**config.mk**
```make
export PLATFORM = sky130hd
export DESIGN_NAME = event_ram_cnt_man
export DESIGN_NICKNAME = d
export VERILOG_FILES = /design/src/rtl/event_ram_cnt_man.sv
export SDC_FILE = /design/constraint.sdc
export NUM_CORES = 1
export LEC_CHECK = 0
export CAP_MARGIN = 20
export CORE_ASPECT_RATIO = 1.4
export CORE_UTILIZATION = 35
export CTS_CLUSTER_DIAMETER = 120
export DETAILED_ROUTE_END_ITERATION = 10
export PLACE_DENSITY = 0.64
export SYNTH_ARGS = -nofsm -noshare
export SYNTH_HDL_FRONTEND = slang
export SYNTH_SLANG_ARGS = --single-unit
export TNS_END_PERCENT = 10
```
**constraint.sdc**
```tcl
create_clock -name clk -period 4.5 [get_ports clk]
set_clock_uncertainty 0.2 [all_clocks]
set_input_delay 0.45 -clock clk [delete_from_list [all_inputs] [get_ports clk]]
set_output_delay 0.45 -clock clk [all_outputs]
set_load 0.05 [all_outputs]
```
**src/rtl/event_ram_cnt_man.sv**
```systemverilog
// Per-spill event-RAM write/read counters, occupancy and capacity guard.
// Optional CNT_SNAPSHOT_EN: latch n_write/n_drop at each spill end.
module event_ram_cnt_man #(
  parameter int CNT_W    = 16,
  parameter int CAPACITY = 64
) (
  input  logic             clk,
  input  logic             rst,
  input  logic             live,
  input  logic             wr_done,
  input  logic             rd_done,
  output logic             live_rising,
  output logic [CNT_W-1:0] n_write,
  output logic [CNT_W-1:0] n_read,
  output logic [CNT_W-1:0] n_stored,
  output logic [CNT_W-1:0] n_drop,
  output logic             ram_full,
  output logic             ram_empty,
  output logic             overflow,
  output logic             underflow
`ifdef CNT_SNAPSHOT_EN
  ,
  output logic [CNT_W-1:0] snap_n_write,
  output logic [CNT_W-1:0] snap_n_drop,
  output logic             snap_valid
`endif
);

  localparam logic [CNT_W-1:0] CAP  = CNT_W'(CAPACITY);
  localparam logic [CNT_W-1:0] ONE  = CNT_W'(1);
  localparam logic [CNT_W-1:0] ALL1 = '1;

  logic             live_d;
  logic             rise;
  logic             fall;
  logic             rd_ok;
  logic             wr_ok;
  logic [CNT_W-1:0] st_rd;
  logic [CNT_W-1:0] nw_nx;
  logic [CNT_W-1:0] nr_nx;
  logic [CNT_W-1:0] ns_nx;
  logic [CNT_W-1:0] nd_nx;
  logic             ovf_nx;
  logic             unf_nx;

  assign rise = live & ~live_d;
  assign fall = ~live & live_d;

  // Read is resolved first so a write can use the slot it frees.
  always_comb begin
    rd_ok  = rd_done & (n_stored != '0);
    st_rd  = rd_ok ? n_stored - ONE : n_stored;
    wr_ok  = wr_done & (st_rd < CAP);
    nw_nx  = wr_ok ? n_write + ONE : n_write;
    nr_nx  = rd_ok ? n_read + ONE : n_read;
    ns_nx  = wr_ok ? st_rd + ONE : st_rd;
    nd_nx  = n_drop;
    if (wr_done && !wr_ok && n_drop != ALL1)
      nd_nx = n_drop + ONE;
    ovf_nx = overflow | (wr_done & ~wr_ok);
    unf_nx = underflow | (rd_done & ~rd_ok);
  end

  always_ff @(posedge clk or posedge rst) begin
    if (rst) begin
      live_d      <= 1'b1;
      live_rising <= 1'b0;
      n_write     <= '0;
      n_read      <= '0;
      n_stored    <= '0;
      n_drop      <= '0;
      ram_full    <= 1'b0;
      ram_empty   <= 1'b1;
      overflow    <= 1'b0;
      underflow   <= 1'b0;
    end else begin
      live_d      <= live;
      live_rising <= rise;
      if (rise) begin
        n_write   <= '0;
        n_read    <= '0;
        n_stored  <= '0;
        n_drop    <= '0;
        ram_full  <= 1'b0;
        ram_empty <= 1'b1;
        overflow  <= 1'b0;
        underflow <= 1'b0;
      end else begin
        n_write   <= nw_nx;
        n_read    <= nr_nx;
        n_stored  <= ns_nx;
        n_drop    <= nd_nx;
        ram_full  <= (ns_nx == CAP);
        ram_empty <= (ns_nx == '0);
        overflow  <= ovf_nx;
        underflow <= unf_nx;
      end
    end
  end

`ifdef CNT_SNAPSHOT_EN
  // A fall never coincides with a rise, so nw_nx/nd_nx are the live values.
  always_ff @(posedge clk or posedge rst) begin
    if (rst) begin
      snap_n_write <= '0;
      snap_n_drop  <= '0;
      snap_valid   <= 1'b0;
    end else begin
      snap_valid <= fall;
      if (fall) begin
        snap_n_write <= nw_nx;
        snap_n_drop  <= nd_nx;
      end
    end
  end
`else
  logic unused_fall;
  assign unused_fall = fall;
`endif

endmodule

```
# [Word level (Yosys, flattened, before mapping)]
# Cells that the tools add are included.
[totals] ff_bits=70 in_bits=5 output_inout_bits=69 word_cells=49
[classes] n_addsub=5 magnitude_cmp=1 n_eq_ne=2 mux=13 n_bitwise=10 reduce_logical=8
[op_table] operator="16-bit two-way mux" n=9
[op_table] operator="16-bit by 1-bit adder with 16-bit output, second input constant" n=4
[op_table] operator="16-bit by 7-bit equality test with 1-bit output, second input constant" n=1
[op_table] operator="16-bit zero test" n=1
[op_table] operator="16-bit by 7-bit less-than comparator with 1-bit output, second input constant" n=1
[op_table] operator="16-bit != test, second input constant" n=1
[op_table] operator="16-bit nonzero test" n=1
[op_table] operator="16-bit by 1-bit subtractor with 16-bit output, second input constant" n=1
[op_table] operator="2-bit nonzero test" n=3
[op_table] operator="1-bit bitwise AND" n=5
[op_table] operator="1-bit two-way mux" n=4
[op_table] operator="1-bit inverter" n=3
[op_table] operator="1-bit logical AND" n=2
[op_table] operator="1-bit bitwise OR" n=2
[op_table] operator="1-bit zero test" n=1

# [Logic depth before layout (Yosys ltp)]
# Gate-level depths: netlist of the first run.
[depth] word_depth=10 ltp_mapped=11 depth_no_buf=11

# [Worst setup path before layout of the first run]
# OpenSTA, ideal clock, no wires.
[synth_path] path_kind="reg-to-reg" start="register n_stored[0]" end="register n_write[7]" setup_time_ps=78 arrival_time_ps=3484 required_ps=4222 path_slack_ps=738 path_stages_with_launch=11 path_buffers=1 synth_period_minus_slack_ps=3762 cell_sequence="dfrtp_1 > inv_1 > ha_1 > or4b_4 > nor4_4 > o211ai_2 > a2111oi_4 > nand4_4 > buf_6 > or4_1 > a21oi_1"
[synth_between] elab_chain_len=6 word_cells_on_any_way=7 cone_classes="1 x add/sub; 1 x order compare; 1 x mux; 2 x bitwise; 2 x reduce/logical"
[synth_lines] item="from (decl)" line_no="15" source="output logic [CNT_W-1:0] n_stored,"
[synth_lines] item="from (signal assigned)" line_no="91" source="n_stored <= ns_nx;"
[synth_lines] item="parallel branches: the longest is 2 deep, another holds 16-bit by 1-bit subtractor with 16-bit output"
[synth_lines] item="16-bit two-way mux (*)" line_no="52" source="st_rd = rd_ok ? n_stored - ONE : n_stored;"
[synth_lines] item="16-bit by 7-bit less-than comparator with 1-bit output (*)" line_no="53" source="wr_ok = wr_done & (st_rd < CAP);"
[synth_lines] item="1-bit bitwise AND (*)" line_no="53"
[synth_lines] item="2-bit nonzero test (no source line) (*)"
[synth_lines] item="to (signal assigned)" line_no="89" source="n_write <= nw_nx;"
[synth_lines] item="to (decl)" line_no="13" source="output logic [CNT_W-1:0] n_write,"
# Every way passes the cells marked *.
# A chain may end at the register's enable or synchronous reset.

# [Worst setup path after layout of the first run]
[layout_path] start="register n_stored[0]" end="register n_write[6]"
# The elaborated chain is that of the path after synthesis.

==> out/results.txt, run 1 <==
Status: completed
Slowest stage delay, CP: 0.53 ns
Number of diodes: 0
Cell Pwr Density: 663 nW/um^2
Initial antenna violation count: 0
Post-synthesis to final-layout area growth: 29.8%
Placed Area: 5020 sq um
RSZ-0062 raised after global routing: false
Share of cells above drive strength 1: 8.38%
Synth area leader: dfrtp_1
Largest net degree at the start of global routing: 49
Slew @ Worst Pin: 0.705 ns
Post-DR vias/cell: 5.76
1st-iter DRT viols: 185
CTS tree: yes
Starting Density: 36.1%
TNS Setup: 0 ns
Async SR Flop Fraction: 100%
Yosys cell types: 54
CP required: 4.55 ns
Residual DRC: 0
WP buf/inv: 2
RD Place Congestion: 0.925
Final Setup Violations: 0
Post-Syn Area: 4120 sq um
CTS max path bufs: 2
Postcts setup bufs: 0
Arr. time, crit path: 3.88 ns
CTS HTree Levels: 3
Max Cap Viol: 0
Most common library cells after synthesis: 68 x dfrtp_1, 42 x nor2_1, 37 x a21oi_1
Setup Crit Path Kind: reg -> reg
Gate Count Post-Synth: 447
DR WL met3: 416 um
Critical Path, Cell by Cell: inv_1, ha_1, or4b_4, nor4_4, o211ai_2, a2111oi_4, buf_4, nand4_4, or4_1, a21oi_1
Yosys warns: 0
Avg Inst Size Synth: 9.21 sq um
I/O Pins: 74
Drt first pass iters: 5
First-pass GRT wire length: 18,700 um
Prevailing post-synth register cell: dfrtp_1
Clock transition at the registers of the reported paths: 0.06 ns
Cell with the most instances after synthesis: dfrtp_1
Die Y: 130 um
Fmax: 261 MHz
Cts bufs inserted: 9
DRT met1 WL: 4720 um
Synth top area cells: dfrtp_1 41%, a21oi_1 4.5%, o31ai_1 4.4%
Row count: 46
Cts hold-fix bufs: 0
Slew Limit Fails: 0
Peak VDD IR: 341 uV
Fin crit period: 3.83 ns
Final hold vios: 0
GRT Overall Usage: 19.6%
Highest routing layer actually used: met4
Final Net Count: 531
Max Fanout on Critical Path: 16
DR vias: 3,854
Flop and latch count out of synthesis: 70
Die W: 93.7 um
Startpoint types: flip-flop
Fillers: 1,114
P_leak: 0.00210 uW
Crit share post-route: 85.1%
Clock sinks: 70
Post-synth EDFFs: 0
Crit. End Element: flip-flop
Total die area: 12,200 sq um
CTS resizes: 0
Share of the synthesized area in the top cell type: 41.3%
Register area share after synthesis: 42.6%
Top delay family on crit path: simple AND/OR/NAND/NOR gates
IO buf count: 73
Finished Cell Area: 5350 sq um
CTS root buffer: clkbuf_16
Syn Nets: 458
Rel. slew slack: 52.4%
Mean routed wirelength per cell: 16.9 um
Tightest Hold Check Type: in -> async
Metal2 WL: 5790 um
Routed WL: 11,300 um
Number of nets still failing antenna checks after routing: 0
GR Overflow Total: 0
Slowest stage cell, crit path: or4_1
Number of global-route vias before repair: 3,824
Core ar.: 11,400 sq um
Skew-Pair Late Insertion Delay: 0.33 ns
Post-DP HPWL: 7940 um
==> report_power, final <==
part           internal, uW  leakage, uW  switching (uW)
sequential              735     0.000950             180
combinational           652      0.00100            1230
clock                   485     0.000147             263
==> state kept, by name, summed over array words and instances (netlist names) <==
| register | flops |
|---|---|
| live_d | 1 |
| underflow | 1 |
| n_drop | 16 |
| ram_full | 1 |
| ram_empty | 1 |
| live_rising | 1 |
| n_write | 16 |
| n_read | 16 |
| overflow | 1 |
| n_stored | 16 |
==> area by class of cell <==
| cell class | instances | area (sq um) | share of cell area (%) |
|---|---|---|---|
| clock inverter | 4 | 72.6 | 1.36 |
| multi-input combinational | 343 | 2230 | 41.7 |
| inverter | 11 | 41.3 | 0.772 |
| tap | 144 | 180 | 3.37 |
| timing repair buffer | 85 | 833 | 15.6 |
| sequential | 70 | 1750 | 32.8 |
| clock buffer | 12 | 236 | 4.42 |
==> metal layers <==
layer | track usage [%] | up-vias
met2 | 33.0 | 105
met4 | 11.5 | 0
met3 | 2.80 | 29
met1 | 23.6 | 1891
met5 | 0 | -
li1 | - | 1829
==> worst paths after layout <==
check | slack (ns) | endpoint | cells past startpoint | startpoint
worst max-delay path | 0.67 | n_write[6]$_DFFE_PP0P_ | 10 | n_stored[0]$_DFF_PP0_
min in group clk | 0.29 | underflow$_DFF_PP0_ | 2 | underflow$_DFF_PP0_
max in group asynchronous | 3.08 | ram_empty$_DFF_PP1_ | 4 | rst
worst min register to register | 0.29 | underflow$_DFF_PP0_ | 2 | underflow$_DFF_PP0_
worst min-delay path | 0.13 | n_read[12]$_DFFE_PP0P_ | 2 | rst
worst max register to register | 0.67 | n_write[6]$_DFFE_PP0P_ | 10 | n_stored[0]$_DFF_PP0_
==> metrics by stage <==
stage	setup slack (ns)	hold slack, ns	total power, uW	utilization [%]	instances
global route	0.509	0.136	3770	46.9	669
CTS	0.728	0.300	3560	46.7	668
floorplan	0.738	0.254	2240	-	447
global placement	0.767	0.293	2770	44.0	652
finish	0.670	0.134	3540	46.9	669
detailed placement	0.693	0.286	2790	44.0	652
==> logic make-up (layout without fill, tap and decap cells) <==
kind of cell | Yosys count | in the layout | synth area share [%]
buffers and inverters | 34 | 112 | 3.46
and+or+nand+nor | 202 | 202 | 28.5
DFF | 70 | 70 | 42.6
muxes | 3 | 3 | 0.729
adders and majority gates | 6 | 6 | 1.82
AOI/OAI and AO/OA | 101 | 101 | 16.3
xor gates and xnor gates | 31 | 31 | 6.59
==> worst register-to-register path: cells and delay by family (launching register included) <==
family | cells | cell delay, ns
flops | 1 | 0.47
simple gates | 4 | 1.78
compound gates | 3 | 0.75
fa+ha+maj | 1 | 0.18
buf+inv | 2 | 0.36
==> cells in the final DEF (no fill, tap or decap), types with 2 or more instances in the layout <==
cell type and n:
o21ai_0 13, bufinv_16 2, o21a_1 5, clkbuf_1 3
ha_1 6, and2_1 4, dfstp_2 2, and4_1 5
o41ai_1 4, a211o_1 2, clkdlybuf4s50_1 73, xnor2_1 16
or2_2 5, nor2_1 42, nand2_1 27, nor2b_1 3
o31ai_1 24, nor4_1 12, clkbuf_16 9, inv_1 9
or3_1 7, o211ai_1 2, mux2i_1 3, nand4_1 12
nand2b_1 3, o31a_1 4, dfrtp_1 68, a21oi_1 37
nor3b_1 2, nand3_1 22, and3_1 11, or4_1 24
xor2_1 15, buf_4 11, nor3_1 10, a41oi_1 2
No activity file was read; power rests on OpenSTA's default activity.
==> run 2: changes to the inputs <==
--- a/config.mk
+++ b/config.mk
@@ -11,6 +11,7 @@
 export CTS_CLUSTER_DIAMETER = 120
 export DETAILED_ROUTE_END_ITERATION = 10
 export PLACE_DENSITY = 0.64
+export SLEW_MARGIN = 25
 export SYNTH_ARGS = -nofsm -noshare
 export SYNTH_HDL_FRONTEND = slang
 export SYNTH_SLANG_ARGS = --single-unit
==> run 2 against run 1 <==
Effect of this change: flip-flop and latch count did not move; setup slack better by 0.021 ns; power up 0.21%; critical endpoint unchanged; sequential share of layout area up 0.12 points; sequential power about the same; maximum frequency increased by 0.56%; routed wire length shrank 0.41%; largest power group unchanged; cell count decreased by 0.15%.
==> out/results.txt, run 2 (synthesized netlist as in run 1, its figures left out) <==
CTS HTree Levels: 3 (unchanged)
I/O Pins: 74 (unchanged)
Post-DR vias/cell: 5.77 (+0.15%)
Post-DP HPWL: 7940 um (unchanged)
Crit path from: n_stored[0]$_DFF_PP0_
Slew @ Worst Pin: 0.848 ns (+0.143 ns)
IO buf count: 73 (unchanged)
CTS tree: yes
CP required: 4.56 ns (about the same)
Worst r2r src: n_stored[0]$_DFF_PP0_
Number of nets still failing antenna checks after routing: 0 (unchanged)
Setup Crit Path Kind: reg -> reg
Mean routed wirelength per cell: 16.8 um (-0.26%)
Core ar.: 11,400 sq um (unchanged)
Max Fanout on Critical Path: 16 (unchanged)
TNS Setup: 0 ns (unchanged)
Most common library cell in the layout ignoring fill and taps: clkdlybuf4s50_1
Number of diodes: 0 (unchanged)
Largest net degree at the start of global routing: 49 (unchanged)
CTS resizes: 0 (unchanged)
Rel. slew slack: 43.4% (-9.0 points)
Slew Limit Fails: 0 (unchanged)
Total die area: 12,200 sq um (unchanged)
Status: completed
Critical Path, Cell by Cell: inv_1, ha_1, or4b_4, nor4_4, o211ai_2, a2111oi_4, buf_4, nand4_4, or4_1, a21oi_1
Starting Density: 36.1% (unchanged)
Cell Pwr Density: 666 nW/um^2 (+0.56%)
Final Setup Violations: 0 (unchanged)
Number of global-route vias before repair: 3,824 (unchanged)
Crit. End Element: flip-flop
Peak VDD IR: 342 uV (+0.18%)
Die W: 93.7 um (unchanged)
Fin crit period: 3.81 ns (-0.0215 ns)
Cts hold-fix bufs: 0 (unchanged)
Routed WL: 11,200 um (-0.41%)
Clock sinks: 70 (unchanged)
1st-iter DRT viols: 184 (-0.54%)
Postcts setup bufs: 0 (unchanged)
CTS root buffer: clkbuf_16
RD Place Congestion: 0.925 (unchanged)
HP Start: underflow$_DFF_PP0_
Fmax: 263 MHz (+0.56%)
Row count: 46 (unchanged)
Top delay family on crit path: simple AND/OR/NAND/NOR gates
Slowest stage cell, crit path: or4_1
Crit share post-route: 84.6% (-0.48 points)
DR vias: 3,854 (unchanged)
Initial antenna violation count: 0 (unchanged)
GR Overflow Total: 0 (unchanged)
P_leak: 0.00209 uW (-0.46%)
Final Net Count: 530 (-0.19%)
Skew-Pair Late Insertion Delay: 0.33 ns (about the same)
CTS max path bufs: 2 (unchanged)
Share of cells above drive strength 1: 8.21% (-0.17 points)
Cts bufs inserted: 9 (unchanged)
RSZ-0062 raised after global routing: false
Post-route total power: 3550 uW (+0.21%)
Residual DRC: 0 (unchanged)
Final hold vios: 0 (unchanged)
Clock transition at the registers of the reported paths: 0.06 ns (about the same)
Slowest stage delay, CP: 0.53 ns (about the same)
WP buf/inv: 2 (unchanged)
Post-synthesis to final-layout area growth: 29.3%
Fillers: 1,115 (+0.090%)
First-pass GRT wire length: 18,700 um (unchanged)
Max Cap Viol: 0 (unchanged)
Startpoint types: flip-flop
Tightest Hold Check Type: reg -> reg
Die Y: 130 um (unchanged)
GRT Overall Usage: 19.6% (unchanged)
Commonest cells after routing, fill and taps aside: 73 x clkdlybuf4s50_1, 68 x dfrtp_1, 42 x nor2_1
Final core occ: 46.7% (-0.16 points)
Drt first pass iters: 5 (unchanged)
Arr. time, crit path: 3.86 ns (-0.02 ns)
[run 2: cell count changes in the layout (fill, tap and decap cells not counted)]
cell	delta
inv_2	-1
buf_12	-1
clkinv_2	+1
[run 2: worst register-to-register path, delay by kind of cell (launching register included)]
kind                     cells  cell delay, ns
AO/OA/AOI/OAI                3            0.75
adder cells (fa/ha/maj)      1            0.17
AND/OR/NAND/NOR              4            1.77
buffers and inverters        2            0.36
flip-flops                   1            0.47
[run 2: area by class of cell]
class / instances / area, sq um / share of cell area (%)
multi-input combinational: 343 / 2230 / 41.8
inverter: 11 / 42.5 / 0.799
clock inverter: 4 / 72.6 / 1.36
timing repair buffer: 84 / 813 / 15.3
sequential: 70 / 1750 / 32.9
clock buffer: 12 / 236 / 4.44
tap: 144 / 180 / 3.38
[run 2: final timing paths]
| kind | endpoint | slack (ns) | depth (start not counted) |
|---|---|---|---|
| worst max register to register | n_write[6]$_DFFE_PP0P_ | 0.69 | 10 |
| worst min register to register | underflow$_DFF_PP0_ | 0.29 | 2 |
| worst max-delay path | n_write[6]$_DFFE_PP0P_ | 0.69 | 10 |
| min in group asynchronous | n_read[13]$_DFFE_PP0P_ | 0.39 | 2 |
| worst min-delay path | underflow$_DFF_PP0_ | 0.29 | 2 |
| max in group asynchronous | ram_empty$_DFF_PP1_ | 2.84 | 3 |
[run 2: per-layer routing]
layer  global-route usage, %  routed length (um)
met3                    2.80                 448
met1                    23.6                4670
met2                    33.0                5750
met5                       0                   0
met4                    11.5                 378
[run 2: per-stage QoR]
step	worst slack (ns)	hold slack, ns	area [sq um]	std cells
floorplan	0.738	0.254	4120	447
global placement	0.767	0.293	5020	652
detailed placement	0.693	0.286	5020	652
CTS	0.728	0.300	5330	668
global route	0.509	0.342	5330	668
finish	0.692	0.293	5330	668
[run 2: power breakdown]
part | switching (uW) | internal [uW] | total, uW
registers | 178 | 735 | 913
logic | 1240 | 650 | 1880
clock network | 267 | 485 | 752
==> run 3: changes to the inputs <==
==> constraint.sdc (replaced) <==
create_clock -name clk -period 3.82 [get_ports clk]
set_clock_uncertainty 0.2 [all_clocks]
set_input_delay 0.382 -clock clk [delete_from_list [all_inputs] [get_ports clk]]
set_output_delay 0.382 -clock clk [all_outputs]
set_load 0.05 [all_outputs]
==> run 3 against run 2 <==
Effect of this change: setup slack got worse by 0.52 ns; critical path depth unchanged; critical path type unchanged; utilization up 0.98 points; non-clock buffer count up 10; power up 21%; flip-flop and latch count stayed put; via count rose by 0.36%; maximum frequency grew 4.2%; sequential power increased by 16%; largest cell class unchanged.
==> out/results.txt, run 3 (synthesized netlist as in run 1, its figures left out) <==
Worst r2r src: n_stored[0]$_DFF_PP0_
Setup Crit Path Kind: reg -> reg
RD Place Congestion: 0.985 (+6.5%)
Starting Density: 36.1% (unchanged)
Reg-to-reg setup timing slack: 0.17 ns (-0.52 ns)
Post-place setup slack: 0.0797 ns (-0.614 ns)
Fmax: 274 MHz (+4.2%)
FF/Latch Area: 1750 sq um (unchanged)
Commonest cells after routing, fill and taps aside: 73 x clkdlybuf4s50_1, 68 x dfrtp_1, 42 x nor2_1
Post-synthesis to final-layout area growth: 32.0%
Crit share post-route: 95.6% (+11 points)
Status: completed
Number of diodes: 0 (unchanged)
Rel. slew slack: 53.6% (+10 points)
Post-DP HPWL: 7820 um (-1.4%)
Share of cells above drive strength 1: 10.8% (+2.6 points)
Worst Slack Setup Final: 0.167 ns (-0.525 ns)
Crit path from: n_stored[0]$_DFF_PP0_
Routed WL: 11,300 um (+0.11%)
Row count: 46 (unchanged)
Cell Pwr Density: 790 nW/um^2 (+19%)
CTS HTree Levels: 3 (unchanged)
Startpoint types: flip-flop
Residual DRC: 0 (unchanged)
TNS Setup: 0 ns (unchanged)
Final hold vios: 0 (unchanged)
Die W: 93.7 um (unchanged)
IO buf count: 73 (unchanged)
Mean routed wirelength per cell: 16.6 um (-1.5%)
CP required: 3.88 ns (-0.68 ns)
Initial antenna violation count: 0 (unchanged)
CTS max path bufs: 2 (unchanged)
End of the critical path: n_write[13]$_DFFE_PP0P_
Core ar.: 11,400 sq um (unchanged)
NetSw: 2010 uW (+20%)
RR Endpoint: n_write[13]$_DFFE_PP0P_
Clock sinks: 70 (unchanged)
Cts bufs inserted: 9 (unchanged)
Register share of total power: 24.8% (-0.9 points)
Clock group share of total power: 20.9% (-0.3 points)
GR Overflow Total: 0 (unchanged)
Skew-Pair Late Insertion Delay: 0.34 ns (about the same)
Fin crit period: 3.65 ns (-0.155 ns)
Most common library cell in the layout ignoring fill and taps: clkdlybuf4s50_1
Crit. End Element: flip-flop
Final Net Count: 541 (+2.1%)
Worst Reg2Reg Path Length in Cells: 10 (unchanged)
Final Setup Violations: 0 (unchanged)
CTS root buffer: clkbuf_16
Arr. time, crit path: 3.72 ns (-0.14 ns)
Total die area: 12,200 sq um (unchanged)
Clock transition at the registers of the reported paths: 0.06 ns (about the same)
P_leak: 0.00216 uW (+3.3%)
Int Power: 2290 uW (+22%)
Drt first pass iters: 4 (-1)
Tightest Hold Check Type: in -> async
First-pass GRT wire length: 18,400 um (-1.6%)
Max Fanout on Critical Path: 10 (-6)
Post-DR vias/cell: 5.70 (-1.3%)
Max Cap Viol: 0 (unchanged)
Switch share: 46.8% (-0.57 points)
Largest net degree at the start of global routing: 40 (-18%)
DR vias: 3,868 (+0.36%)
Slew @ Worst Pin: 0.687 ns (-0.161 ns)
Logic gate share of total power: 54.3% (+1.2 points)
CTS tree: yes
GRT Overall Usage: 19.4% (-0.21 points)
Slew Limit Fails: 0 (unchanged)
Number of global-route vias before repair: 3,794 (-0.78%)
I/O Pins: 74 (unchanged)
Number of nets still failing antenna checks after routing: 0 (unchanged)
Die Y: 130 um (unchanged)
RSZ-0062 raised after global routing: false
1st-iter DRT viols: 196 (+6.5%)
Multi-input combinational cell area: 2250 sq um (+0.90%)
Fillers: 1,113 (-0.18%)
Peak VDD IR: 413 uV (+21%)
==> run 3: how the worst min path moves through the flow <==
stage,startpoint,slack (ns),end
global placement,underflow$_DFF_PP0_,0.31,underflow$_DFF_PP0_
global route,rst,0.26,n_read[15]$_DFFE_PP0P_
floorplan,live,0.19,live_d$_DFF_PP1_
finish,rst,0.21,n_read[14]$_DFFE_PP0P_
detailed placement,underflow$_DFF_PP0_,0.29,underflow$_DFF_PP0_
CTS,rst,0.24,n_read[14]$_DFFE_PP0P_
==> run 3: final cells by class <==
class / instances / area share, %
Tap cell: 144 / 3.31
Inverter: 11 / 0.759
Clock inverter: 7 / 1.63
Sequential cell: 70 / 32.3
Clock buffer: 9 / 4.14
Timing Repair Buffer: 94 / 16.6
Multi-Input combinational cell: 344 / 41.3
==> run 3: worst max-delay path, stage by stage (launching register included) <==
cell and delay (ns):
dfrtp_1 0.47, inv_1 0.13, ha_1 0.17, or4b_4 0.50
nor4_4 0.41, o211ai_2 0.22, a2111oi_4 0.34, buf_4 0.23
nand4_2 0.23, or4_1 0.52, a21oi_1 0.15
==> run 3: repair_timing <==
item,4_1_cts,5_1_grt
buffers inserted,0,3
endpoints found under the hold margin,0,0
gates resized for setup,0,2
hold buffers,0,0
endpoints found under the setup margin,0,8
==> run 3: power groups by stage <==
| stage | registers (uW) | clock network [uW] | logic, uW |
|---|---|---|---|
| 2_1_floorplan | 1420 | 0 | 1220 |
| 3_3_place_gp | 1070 | 0 | 2280 |
| 3_5_place_dp | 1070 | 0 | 2300 |
| 4_1_cts | 1060 | 915 | 2320 |
| 5_1_grt | 1090 | 944 | 2530 |
| 6_report | 1060 | 898 | 2340 |
==> run 3: routing by layer <==
metal	wire [um]	GRT usage [%]	share of wire (%)	up-vias
met4	315	10.7	2.8	0
met1	4610	23.0	41	1905
met3	417	3.32	3.7	21
met2	5910	33.1	53	97
met5	0	0	0	-
li1	-	-	-	1845
==> run 3: metrics by stage <==
stage	cells	area (sq um)	util, %	hold WS (ns)	power [uW]
final	679	5440	47.7	0.213	4300
after global routing	679	5440	47.7	0.264	4560
after CTS	675	5400	47.3	0.236	4290
after detailed placement	659	5080	44.6	0.293	3370
after global placement	659	5080	44.6	0.314	3350
after floorplan	447	4120	-	0.186	2630
